`config.mk`:
```
export PLATFORM = sky130hd
export DESIGN_NAME = idli_sqi_arb_m
export DESIGN_NICKNAME = d
export VERILOG_FILES = /design/src/rtl/idli_sqi_arb_m.sv
export SDC_FILE = /design/constraint.sdc
export NUM_CORES = 1
export LEC_CHECK = 0
export CORE_UTILIZATION = 44
export DETAILED_ROUTE_END_ITERATION = 12
export PLACE_DENSITY = 0.76
export SLEW_MARGIN = 20
export SYNTH_ARGS = -nofsm -noshare
export SYNTH_HDL_FRONTEND = slang
export SYNTH_SLANG_ARGS = --single-unit
```
`constraint.sdc`:
```
create_clock -name i_sqa_gck -period 2.7 [get_ports i_sqa_gck]
set_input_delay 0.54 -clock i_sqa_gck [delete_from_list [all_inputs] [get_ports i_sqa_gck]]
set_output_delay 0.54 -clock i_sqa_gck [all_outputs]
set_load 0.02 [all_outputs]
```
`src/rtl/idli_sqi_arb_m.sv`:
```
// ============================================================================
// Module   : idli_sqi_arb_m
// Purpose  : Arbitrates fetch / load-store requesters onto one nibble-serial
//            SQI SRAM port. Optional macro IDLI_SQI_ARB_FAIR_EN selects
//            round-robin arbitration (default: fixed LSU-over-fetch priority).
// Revision : 1.0 - initial release
// ============================================================================
`default_nettype none

module idli_sqi_arb_m #(
    parameter int DUMMY_CYCLES  = 2,
    parameter int CS_GAP_CYCLES = 1
) (
    input  logic        i_sqa_gck,
    input  logic        i_sqa_rst,
    input  logic        i_sqa_fetch_req,
    input  logic [15:0] i_sqa_fetch_addr,
    output logic        o_sqa_fetch_gnt,
    output logic        o_sqa_fetch_done,
    input  logic        i_sqa_lsu_req,
    input  logic        i_sqa_lsu_wr,
    input  logic [15:0] i_sqa_lsu_addr,
    input  logic [3:0]  i_sqa_lsu_wdata,
    output logic        o_sqa_lsu_gnt,
    output logic        o_sqa_lsu_done,
    output logic        o_sqa_lsu_wready,
    output logic [3:0]  o_sqa_rdata,
    output logic        o_sqa_rvalid,
    output logic        o_sqa_sck,
    output logic        o_sqa_cs,
    output logic        o_sqa_sio_oe,
    output logic [3:0]  o_sqa_sio_out,
    input  logic [3:0]  i_sqa_sio_in
);

    localparam logic [2:0] ST_IDLE  = 3'd0;
    localparam logic [2:0] ST_CMD   = 3'd1;
    localparam logic [2:0] ST_ADDR  = 3'd2;
    localparam logic [2:0] ST_DUMMY = 3'd3;
    localparam logic [2:0] ST_DATA  = 3'd4;
    localparam logic [2:0] ST_GAP   = 3'd5;

    localparam logic [2:0] DUMMY_LAST = 3'(DUMMY_CYCLES - 1);
    localparam logic [2:0] GAP_LAST   = 3'(CS_GAP_CYCLES - 1);

    logic [2:0]  state;
    logic [2:0]  next_state;
    logic [2:0]  cnt;
    logic        owner_lsu;
    logic        lat_wr;
    logic [15:0] lat_addr;
    logic        any_req;
    logic        grant_lsu;
    logic [23:0] byte_addr;
    logic [3:0]  addr_nib;

    assign any_req   = i_sqa_fetch_req | i_sqa_lsu_req;
    assign byte_addr = {7'b0, lat_addr, 1'b0};

`ifdef IDLI_SQI_ARB_FAIR_EN
    // ptr_lsu = 0 means fetch wins the next contested grant
    logic ptr_lsu;

    assign grant_lsu = (i_sqa_fetch_req & i_sqa_lsu_req) ? ptr_lsu : i_sqa_lsu_req;

    always_ff @(posedge i_sqa_gck or posedge i_sqa_rst) begin
        if (i_sqa_rst) begin
            ptr_lsu <= 1'b0;
        end else if (state == ST_IDLE && i_sqa_fetch_req && i_sqa_lsu_req) begin
            ptr_lsu <= ~ptr_lsu;
        end
    end
`else
    assign grant_lsu = i_sqa_lsu_req;
`endif

    always_ff @(posedge i_sqa_gck or posedge i_sqa_rst) begin
        if (i_sqa_rst) begin
            state <= ST_IDLE;
            cnt   <= 3'd0;
        end else begin
            state <= next_state;
            cnt   <= (next_state != state) ? 3'd0 : cnt + 3'd1;
        end
    end

    // Owner, address and direction are frozen at grant time
    always_ff @(posedge i_sqa_gck or posedge i_sqa_rst) begin
        if (i_sqa_rst) begin
            owner_lsu <= 1'b0;
            lat_wr    <= 1'b0;
            lat_addr  <= 16'h0000;
        end else if (state == ST_IDLE && any_req) begin
            owner_lsu <= grant_lsu;
            lat_wr    <= grant_lsu & i_sqa_lsu_wr;
            lat_addr  <= grant_lsu ? i_sqa_lsu_addr : i_sqa_fetch_addr;
        end
    end

    always_comb begin
        next_state = state;
        case (state)
            ST_IDLE:  if (any_req) next_state = ST_CMD;
            ST_CMD:   if (cnt == 3'd1) next_state = ST_ADDR;
            ST_ADDR:  if (cnt == 3'd5) next_state = (lat_wr || DUMMY_CYCLES == 0) ? ST_DATA : ST_DUMMY;
            ST_DUMMY: if (cnt == DUMMY_LAST) next_state = ST_DATA;
            ST_DATA:  if (cnt == 3'd3) next_state = ST_GAP;
            ST_GAP:   if (cnt == GAP_LAST) next_state = ST_IDLE;
            default:  next_state = ST_IDLE;
        endcase
    end

    always_comb begin
        case (cnt)
            3'd0:    addr_nib = byte_addr[23:20];
            3'd1:    addr_nib = byte_addr[19:16];
            3'd2:    addr_nib = byte_addr[15:12];
            3'd3:    addr_nib = byte_addr[11:8];
            3'd4:    addr_nib = byte_addr[7:4];
            3'd5:    addr_nib = byte_addr[3:0];
            default: addr_nib = 4'h0;
        endcase
    end

    always_comb begin
        o_sqa_cs         = 1'b1;
        o_sqa_sio_oe     = 1'b0;
        o_sqa_sio_out    = 4'h0;
        o_sqa_rdata      = 4'h0;
        o_sqa_rvalid     = 1'b0;
        o_sqa_lsu_wready = 1'b0;
        o_sqa_fetch_gnt  = 1'b0;
        o_sqa_lsu_gnt    = 1'b0;
        o_sqa_fetch_done = 1'b0;
        o_sqa_lsu_done   = 1'b0;
        case (state)
            ST_CMD: begin
                o_sqa_cs        = 1'b0;
                o_sqa_sio_oe    = 1'b1;
                o_sqa_sio_out   = (cnt == 3'd0) ? 4'h0 : (lat_wr ? 4'h2 : 4'h3);
                o_sqa_fetch_gnt = (cnt == 3'd0) && !owner_lsu;
                o_sqa_lsu_gnt   = (cnt == 3'd0) && owner_lsu;
            end
            ST_ADDR: begin
                o_sqa_cs      = 1'b0;
                o_sqa_sio_oe  = 1'b1;
                o_sqa_sio_out = addr_nib;
            end
            ST_DUMMY: begin
                o_sqa_cs = 1'b0;
            end
            ST_DATA: begin
                o_sqa_cs = 1'b0;
                if (lat_wr) begin
                    o_sqa_sio_oe     = 1'b1;
                    o_sqa_sio_out    = i_sqa_lsu_wdata;
                    o_sqa_lsu_wready = 1'b1;
                end else begin
                    o_sqa_rvalid = 1'b1;
                    o_sqa_rdata  = i_sqa_sio_in;
                end
                o_sqa_fetch_done = (cnt == 3'd3) && !owner_lsu;
                o_sqa_lsu_done   = (cnt == 3'd3) && owner_lsu;
            end
            default: ;
        endcase
        o_sqa_sck = ~o_sqa_cs;
    end

endmodule

`default_nettype wire

```
== After elaboration in Yosys (flattened, before gate mapping) ==
Index checks and enable logic that the tools add are counted.

* Add/sub/neg operators: 1
* Eq/ne operators: 11
* Muxes and demuxes: 27
* Bitwise gates (word level): 2
* Reductions and logical operators: 10

{| class="wikitable"
|+ Operator list
! kind !! number
|-
| 3-bit two-way mux || 8
|-
| 4-bit case mux with 5 select lines || 1
|-
| 3-bit case mux with 6 select lines || 1
|-
| 16-bit two-way mux || 1
|-
| 3-bit by 2-bit equality test with 1-bit output, second input constant || 4
|-
| 3-bit equality test, second input constant || 4
|-
| 4-bit two-way mux || 3
|-
| 4-bit case mux with 3 select lines || 1
|-
| 1-bit two-way mux || 10
|-
| 3-bit by 1-bit equality test with 1-bit output, second input constant || 2
|-
| 3-bit logical NOT || 2
|-
| 1-bit logical AND || 5
|-
| 4-bit OR reduction || 1
|-
| 3-bit by 1-bit adder with 3-bit output, second input constant || 1
|-
| 3-bit inequality test || 1
|-
| 2-bit two-way mux || 1
|-
| 1-bit case mux with 2 select lines || 1
|-
| 2-bit OR reduction || 1
|-
| 1-bit bitwise AND || 1
|-
| 1-bit logical NOT || 1
|-
| 1-bit bitwise OR || 1
|}

* Flip-flop bits (word level): 24
* Output and inout bits: 17

== Depth between registers and ports, before layout ==
Gate-level depths: netlist of the first run.

* Depth after elaboration: 5
* Depth in mapped cells: 7

== Least setup slack after synthesis of the first run ==
OpenSTA, ideal clock, no wires.

* Kind: reg-to-output
* Start: register cnt[2]
* End: output port o_sqa_sio_out[1]
* Arrival: 1662 ps
* Setup slack: 498 ps
* Stages on the path, launching flop included: 7
* Path through: dfrtp_1 -> buf_4 -> inv_1 -> ha_1 -> a2111oi_2 -> nor3_1 -> a221o_1

* Cells in the longest elaborated chain, start to end: 3
* Elaborated cells on any way between the ends: 9
* Those cells by class: eq/ne (5); mux (3); reduce/logical (1)

{| class="wikitable"
|+ Ends and longest elaborated chain
! element !! line !! text
|-
| start: declaration || 48 || <nowiki>logic [2:0] cnt;</nowiki>
|-
| start signal: assignment || 83 || <nowiki>cnt <= (next_state != state) ? 3'd0 : cnt + 3'd1;</nowiki>
|-
| 3-bit equality test, or another cell as far along || 114 || <nowiki>case (cnt)</nowiki>
|-
| 4-bit case mux with 5 select lines / 2-bit two-way mux (equally long branches) || 114, 140 ||
|-
| 4-bit case mux with 3 select lines * || 136 || <nowiki>case (state)</nowiki>
|-
| end: declaration || 32 || <nowiki>output logic [3:0] o_sqa_sio_out,</nowiki>
|}

Every way passes the cells marked *; elsewhere a longest branch is shown, timed or not.

== Worst setup path after layout of the first run ==
* Start: register cnt[0]
* End: output port o_sqa_sio_out[1]

Same word-level chain as after synthesis.

==> results of run 1 <==
==> cells in the mapped netlist <==
library cell	number	area (µm²)
nand3b_1	2	15.0
a22o_1	3	26.3
nor4_1	1	6.26
a32oi_1	3	26.3
a2111oi_2	2	30.0
dfrtp_1	24	601
mux2i_1	17	170
nand2_1	9	33.8
and2_1	4	25.0
o22ai_1	1	6.26
nor2b_1	4	25.0
nor2_1	23	86.3
a221o_1	3	30.0
o31ai_1	1	7.51
inv_1	8	30.0
clkbuf_2	1	5.00
nor3b_1	1	7.51
and4_1	2	17.5
o21ai_1	4	20.0
o21ai_0	5	25.0
and4b_1	1	10.0
nand4b_1	1	8.76
o311ai_0	1	8.76
nor3_1	2	10.0
a21oi_1	18	90.1
clkbuf_1	1	3.75
ha_1	6	75.1
a22oi_1	5	37.5
nand2b_1	5	31.3
xnor2_1	1	8.76
nand4_1	2	12.5
buf_4	4	30.0
buf_2	6	30.0
a21boi_0	1	7.51
nand3_1	2	10.0
o21a_2	1	8.76
nor2b_2	1	8.76
nor3_4	1	16.3
and3_1	1	6.26
==> final timing paths <==
path	endpoint	slack, ns	start
worst max-delay path	o_sqa_sio_out[1]	0.1	cnt[0]$_DFF_PP0_
worst min-delay path	lat_addr[2]$_DFFE_PP0P_	0.55	lat_addr[2]$_DFFE_PP0P_
worst max register to register	cnt[1]$_DFF_PP0_	0.81	cnt[0]$_DFF_PP0_
worst min register to register	lat_addr[2]$_DFFE_PP0P_	0.55	lat_addr[2]$_DFFE_PP0P_
max in group asynchronous	cnt[2]$_DFF_PP0_	1.88	i_sqa_rst
min in group asynchronous	state[0]$_DFF_PP0_	0.56	i_sqa_rst
==> sequential cells by signal, summed over array words and instances, names as in the netlist <==
signal / cells
cnt: 3
lat_addr: 16
lat_wr: 1
owner_lsu: 1
state: 3
==> critical path: stages, from the launching register on <==
cell       delay (ns)
dfrtp_1          0.44
ha_2             0.23
ha_4             0.18
a2111oi_4        0.28
nor3_2           0.12
a221o_1          0.38
buf_6            0.14
==> cell families (layout without fill, tap and decap cells) <==
family                   Yosys count  after routing  synth area share [%]
AND/OR/NAND/NOR                   62             62                  20.5
flip-flops                        24             24                  37.4
AO/OA/AOI/OAI                     48             48                  20.2
adder cells (fa/ha/maj)            6              6                  4.67
buffers and inverters             20             88                  6.15
multiplexers                      17             17                  10.6
XOR/XNOR                           1              1                 0.545
==> what timing repair did <==
item / in CTS / in global routing
setup buffers: 1 / 0
hold buffers: 0 / 0
resized for setup: 27 / 15
endpoints found under the setup margin: 7 / 13
cloned: 0 / 0
pin swaps: 3 / 3
==> stage by stage <==
| step | cell area [µm²] | setup WS [ns] | util [%] |
|---|---|---|---|
| floorplan | 1610 | 0.498 | - |
| global placement | 2320 | -0.0452 | 67.9 |
| detailed placement | 2320 | -0.129 | 67.9 |
| CTS | 2390 | 0.000310 | 70.0 |
| global route | 2430 | -0.0117 | 71.2 |
| finish | 2430 | 0.0967 | 71.2 |
==> power groups by stage <==
stage,clock network (W),registers [W],logic [W]
6_report,0.000185,0.000680,0.00157
5_1_grt,0.000212,0.000705,0.00171
4_1_cts,0.000193,0.000672,0.00151
3_5_place_dp,0,0.000679,0.00147
3_3_place_gp,0,0.000672,0.00141
2_1_floorplan,0,0.000634,0.000990
==> per-layer routing <==
metal | part of all wire, % | GRT usage, %
met1 | 40 | 28.1
met2 | 54 | 43.3
met3 | 5.0 | 2.74
met4 | 0.92 | 8.14
met5 | 0 | 0
==> final cells by class <==
| class | instances | share of cell area, % |
|---|---|---|
| flip-flops and latches | 24 | 24.7 |
| clock buffers | 4 | 1.49 |
| repair buffers | 76 | 30.0 |
| well taps | 46 | 2.37 |
| multi-input cells | 134 | 40.1 |
| inverters | 8 | 1.23 |
==> metrics, run 1 <==
#FFs+latches synth 24; Initial DRC Count 88; DRC viols 0; largest net degree at the start of global routing 34; DPL Wire Length about 3400 µm; gr usage total approximately a quarter; Clock Skews 0.00161 ns; Leakage 1.04 nW; Die Y 62.5 µm; CP Capture Type primary output; DR WL/cell between 10 and 15 µm; fmax 384 MHz; clock share of power approximately 7.6%; total power 0.00243 W; maximum VDD drop 0.420 mV; Data required, critical path 2.16 ns; Slew headroom a little over three fifths; grt total ovfl 0; Mapped Cells 178; H-tree depth 1; drt pass-1 iters 4; commonest non-fill, non-tap cell in the layout clkdlybuf4s50_1; Logic pwr share between 60% and 70%; sequential share of power about 28%; Layout Area Growth over Synthesis 51.3%; initial core utilization a little under half; startpoint types register; Post-Syn Area approximately 1600 µm²; fin crit period ~2.6 ns; Multi-input gate area between 900 and 1000 µm²; CTS Buffer Depth 2; layout net count 298; num ports just over 60; Min Hold Slack ~0.55 ns; row count 21; final cell count without fillers approximately 290; setup TNS 0 ns; FF-to-FF path depth 7; max cap viols 0; final setup violation count 0; clock insertion delay at the later pin of the skew report 0.30 ns; internal power about 0.0013 W; initial antenna violation count 0; share of cells above drive strength 1 between 10% and 20%; clock root buffer clkbuf_4; Worst-path clk slew roughly 0.13 ns; Final Hold Vio Count 0; Tcrit/Tclk final between 90% and 100%; warnings from Yosys 0; placed cells ~290; Total Wirelength ~4400 µm; via count 1,614; IO buf count a little over 60; most frequent cells in the layout 52 x clkdlybuf4s50_1, 23 x dfrtp_1, 21 x nor2_1; Seq. cell area between 600 and 700 µm²; syn avg cell area approximately 9 µm²; Pwr Density 1000 nW/µm²; Floorplan Core Area 3420 µm²; Slew Limit Fails 0; Seq/Total Area, Yosys 37.4%; first-pass GRT wire length around 7300 µm; outcome finished, final reports clean; TritonCTS clock tree done; Hold WC Path Type reg -> reg; DIE AREA 3900 µm²; WS Path Type reg -> out; Antenna Cells 0; vias per inst 5.53; remaining antenna violation count 0; WP data arrival ~2.1 ns; RSZ-0062 raised after global routing yes; Yosys cell types 39; switching share of power ~45%; number of global-route vias before repair ~1.6k; crit-path max FO 4; Filler cells around 270; Num CTS Buffers 3; Post-Syn Nets between 200 and 250; sw power 0.00109 W; hold depth 2; CTS Sinks 24; GPL Wtd Cong around 0.95; Die X 62.5 µm; Slew @ Worst Pin between 0.5 and 0.6 ns
Note: power is estimated with default switching activity, not from simulation.
==> inputs of run 2 (changes only) <==
--- a/config.mk
+++ b/config.mk
@@ -5,9 +5,10 @@
 export SDC_FILE = /design/constraint.sdc
 export NUM_CORES = 1
 export LEC_CHECK = 0
-export CORE_UTILIZATION = 44
+export CORE_UTILIZATION = 55
 export DETAILED_ROUTE_END_ITERATION = 12
-export PLACE_DENSITY = 0.76
+export DONT_BUFFER_PORTS = 1
+export PLACE_DENSITY = 0.7
 export SLEW_MARGIN = 20
 export SYNTH_ARGS = -nofsm -noshare
 export SYNTH_HDL_FRONTEND = slang
==> metrics, run 2 (synthesis gave the netlist of run 1 again) <==
clock root buffer clkbuf_4; final setup violation count 0; DR WL/cell approximately 17 µm; GPL Wtd Cong around 0.87; share of cells above drive strength 1 approximately 11%; Top delay family on crit path compound AO/OA/AOI/OAI gates; WP data arrival about 2.1 ns; Layout Area Growth over Synthesis 6.46%; startpoint types register; number of global-route vias before repair around 1.2k; Initial DRC Count 56; via count about 1.3k; initial antenna violation count 0; outcome finished, final reports clean; DPL Wire Length 2670 µm; total setup buffers inserted after CTS 0; H-tree depth 1; final cell count without fillers 206; Slew Limit Fails 0; Die Y between 50 and 60 µm; Filler cells roughly 240; Tcrit/Tclk final between 90% and 100%; Slew headroom approximately 40%; crit path cell chain inv_1, ha_1, nor2b_2, a2111oi_4, nor3_4, a221o_1; fin crit period about 2.6 ns; IO buf count 0; initial core utilization between 50% and 60%; clock insertion delay at the later pin of the skew report approximately 0.32 ns; layout net count about 230; Data required, critical path roughly 2.2 ns; num ports a little over 60; Worst-path clk slew 0.13 ns; setup TNS 0 ns; TritonCTS clock tree done; CP Capture Type primary output; Most flops, register lat_addr; Total Wirelength 3560 µm; Slew @ Worst Pin about 0.89 ns; Min Hold Slack 0.281 ns; grt total ovfl 0; DRC viols 0; Num CTS Buffers 3; WS Path Type reg -> out; Leakage around 0.73 nW; Die X between 50 and 60 µm; largest net degree at the start of global routing 34; CTS Sinks 24; CTS Buffer Depth 2; biggest cell delay along the critical path roughly 0.45 ns; vias per inst 6.31; Final Hold Vio Count 0; Antenna Cells 0; first-pass GRT wire length approximately 5800 µm; biggest regs lat_addr: 16 flops, cnt: 3 flops, state: 3 flops; Seq. cell area 601 µm²; drt pass-1 iters 4; Hold WC Path Type in -> async; remaining antenna violation count 0; commonest non-fill, non-tap cell in the layout dfrtp_1; row count 19; Floorplan Core Area around 2800 µm²; Buf/Inv on CP 1; maximum VDD drop just under 0.9 mV; Largest register FFs 16; max cap viols 0; most frequent cells in the layout 24 x dfrtp_1, 23 x nor2_1, 18 x a21oi_1; Multi-input gate area around 950 µm²; fmax about 390 MHz; placed cells 202; Pwr Density 1250 nW/µm²; Slowest-stage cell, CP dfrtp_1; crit-path max FO 4; cts hold-fix bufs 0; gr usage total around a quarter; DIE AREA roughly 3100 µm²; Clock Skews ~0.00095 ns; RSZ-0062 raised after global routing no
## run 2: changes by cell type in the layout (fill, tap and decap cells not counted), moves of 2 or more
cell             before  now
buf_4                15    5
buf_6                 2    0
clkdlybuf4s15_2       2    0
clkdlybuf4s50_1      52    0
dlygate4sd2_1         2    0
dlymetal6s2s_1        2    0
nor2_1               21   23
nor2_2                2    0
o21ai_0               3    5
o21ai_1               6    4
## run 2: final cells by class
| class | instances | share of cell area [%] |
|---|---|---|
| clock buffer | 3 | 1.32 |
| clock inverter | 1 | 1.75 |
| inverter | 8 | 1.75 |
| multi-input combinational | 134 | 55.6 |
| sequential | 24 | 35.1 |
| tap | 31 | 2.27 |
| timing repair buffer | 5 | 2.19 |
## run 2: layer usage
layer	vias up	GRT usage (%)	wire length (µm)
li1	634	-	-
met1	612	30.9	1520
met2	48	38.6	1790
met3	5	6.28	225
met4	0	4.53	26
met5	-	0	0
## run 2: per-stage QoR
step | util, % | total power (W) | instance area [µm²] | setup WS [ns]
final | 62.1 | 0.00214 | 1710 | 0.111
after global routing | 62.1 | 0.00232 | 1710 | 0.00898
after CTS | 60.7 | 0.00208 | 1670 | 0.00770
after detailed placement | 58.6 | 0.00181 | 1620 | 0.385
after global placement | 58.6 | 0.00176 | 1620 | 0.460
after floorplan | - | 0.00162 | 1610 | 0.498
## run 2: where the power goes
group	switching (W)	internal, W
sequential	0.000179	0.000536
combinational	0.000727	0.000442
clock	0.000111	0.000150
## run 2: timing repair
item,CTS,global route
setup endpoints to repair,1,3
gates resized for setup,1,7
pin swaps,0,3
## run 2: final timing paths
| path | to | startpoint | cells past startpoint | slack [ns] |
|---|---|---|---|---|
| max | o_sqa_sio_out[1] | cnt[0]$_DFF_PP0_ | 6 | 0.11 |
| min | lat_addr[14]$_DFFE_PP0P_ | i_sqa_rst | 1 | 0.28 |
| max reg2reg | cnt[1]$_DFF_PP0_ | cnt[0]$_DFF_PP0_ | 5 | 0.99 |
| min reg2reg | lat_addr[6]$_DFFE_PP0P_ | lat_addr[6]$_DFFE_PP0P_ | 2 | 0.56 |
| max in group asynchronous | owner_lsu$_DFFE_PP0P_ | i_sqa_rst | 1 | 1.88 |
| min in group i_sqa_gck | owner_lsu$_DFFE_PP0P_ | i_sqa_lsu_req | 1 | 0.36 |
==> inputs of run 3 (changes only) <==
==> constraint.sdc (replaced) <==
create_clock -name i_sqa_gck -period 2.4 [get_ports i_sqa_gck]
set_input_delay 0.48 -clock i_sqa_gck [delete_from_list [all_inputs] [get_ports i_sqa_gck]]
set_output_delay 0.48 -clock i_sqa_gck [all_outputs]
set_load 0.02 [all_outputs]
==> metrics, run 3 (synthesis gave the netlist of run 1 again) <==
Placed Area between 1500 and 2000 µm²; maximum VDD drop approximately 1.1 mV; remaining antenna violation count 0; max cap viols 0; initial antenna violation count 0; CTS Sinks 24; GPL Wtd Cong between 0.8 and 0.9; first-pass GRT wire length around 6200 µm; Die X 56.1 µm; CP Launch Point cnt[0]$_DFF_PP0_; clock insertion delay at the later pin of the skew report 0.31 ns; num ports 62; DR WL/cell 18.1 µm; via count 1,393; gr usage total roughly 25%; CP Capture Type primary output; Worst-path clk slew around 0.14 ns; biggest cell delay along the critical path about 0.45 ns; Antenna Cells 0; Total Wirelength ~4000 µm; biggest regs lat_addr: 16 flops, cnt: 3 flops, state: 3 flops; DPL Wire Length roughly 2700 µm; failing checks negative setup slack; startpoint types register; WS Path Type reg -> out; Top delay family on crit path compound AO/OA/AOI/OAI gates; fmax between 300 and 400 MHz; Layout Area Growth over Synthesis 17.0%; Data required, critical path 1.92 ns; row count 19; share of cells above drive strength 1 between 20% and 30%; Min Hold Slack approximately 0.23 ns; commonest non-fill, non-tap cell in the layout dfrtp_1; Die Y between 50 and 60 µm; DRC viols 0; layout net count between 200 and 250; Hold WC Path Type in -> async; crit-path max FO 4; total power around 0.0026 W; drt pass-1 iters 4; final setup violation count 3; placed cells between 200 and 250; CTS Buffer Depth 2; Largest register FFs 16; Num CTS Buffers 3; Slew Limit Fails 0; Initial DRC Count 54; Slowest-stage cell, CP a221o_1; Slew @ Worst Pin about 0.91 ns; RSZ-0062 raised after global routing yes; Filler cells roughly 220; Final Hold Vio Count 0; largest net degree at the start of global routing 34; Buf/Inv on CP 1; Most flops, register lat_addr; initial core utilization approximately 60%; most frequent cells in the layout 23 x dfrtp_1, 22 x nor2_1, 18 x a21oi_1; Finished Cell Area 1880 µm²; outcome complete, but fails checks; post-route setup slack -0.112 ns; Leakage approximately 0.80 nW; grt total ovfl 0; DIE AREA around 3100 µm²; Tcrit/Tclk final 105%; Floorplan Core Area approximately 2800 µm²; Slew headroom 39.3%; Clock Skews around 0.0057 ns; crit path cell chain inv_2, ha_4, nor2b_4, a2111oi_4, nor3_4, a221o_1; vias per inst approximately 6.4; final cell count without fillers about 220; TritonCTS clock tree done; number of global-route vias before repair roughly 1.3k; H-tree depth 1; clock root buffer clkbuf_4; Pwr Density between 1000 and 1500 nW/µm²; fin crit period roughly 2.5 ns; WP data arrival 2.03 ns; Worst R2R Start cnt[1]$_DFF_PP0_; IO buf count 0
-- run 3: cell types whose count changed in the layout (fill, tap and decap cells not counted), sizes merged --
cell	before	now
bufinv	1	0
buf	5	18
clkbuf	3	4
-- run 3: final timing paths --
kind / end / depth (start not counted) / slack, ns
max: o_sqa_sio_out[1] / 6 / -0.11
min: lat_addr[6]$_DFFE_PP0P_ / 1 / 0.23
max reg2reg: cnt[2]$_DFF_PP0_ / 8 / 0.57
min reg2reg: lat_addr[6]$_DFFE_PP0P_ / 2 / 0.55
max in group asynchronous: cnt[1]$_DFF_PP0_ / 1 / 1.56
min in group i_sqa_gck: owner_lsu$_DFFE_PP0P_ / 1 / 0.31
-- run 3: metal layers --
layer | routed length (µm) | up-vias | global-route usage (%)
li1 | - | 661 | -
met1 | 1550 | 659 | 30.6
met2 | 2050 | 64 | 42.5
met3 | 286 | 9 | 5.81
met4 | 73 | 0 | 9.06
met5 | 0 | - | 0
-- run 3: where the power goes --
part	switching [W]	internal (W)	total, W
clock network	0.000126	0.0000926	0.000218
registers	0.000174	0.000605	0.000779
logic	0.000947	0.000687	0.00163
-- run 3: timing repair --
item	4_1_cts	5_1_grt
resized for setup	13	16
setup endpoints to repair	5	6
hold buffers	0	0
buffers inserted	3	5
pin swaps	8	7
-- run 3: area by class of cell --
type	count	area [µm²]	area share (%)
multi-input cells	134	1020	54.5
repair buffers	18	150	7.98
clock buffers	4	36.3	1.93
inverters	8	30.0	1.60
well taps	31	38.8	2.06
flip-flops and latches	24	602	32.0
-- run 3: worst register-to-register path, stage by stage (launching register included) --
cell	delay, ns
dfrtp_2	0.47
buf_6	0.13
ha_4	0.16
buf_4	0.12
ha_1	0.18
nand2b_1	0.15
o311ai_0	0.09
nand3_1	0.22
o21ai_1	0.22
-- run 3: stage by stage --
stage               util, %  setup slack (ns)  setup TNS, ns
floorplan                 -             0.258              0
global placement       59.9             0.214              0
detailed placement     59.9             0.116              0
CTS                    64.5           -0.0219        -0.0287
global route           68.2            -0.211         -0.607
finish                 68.2            -0.112         -0.270
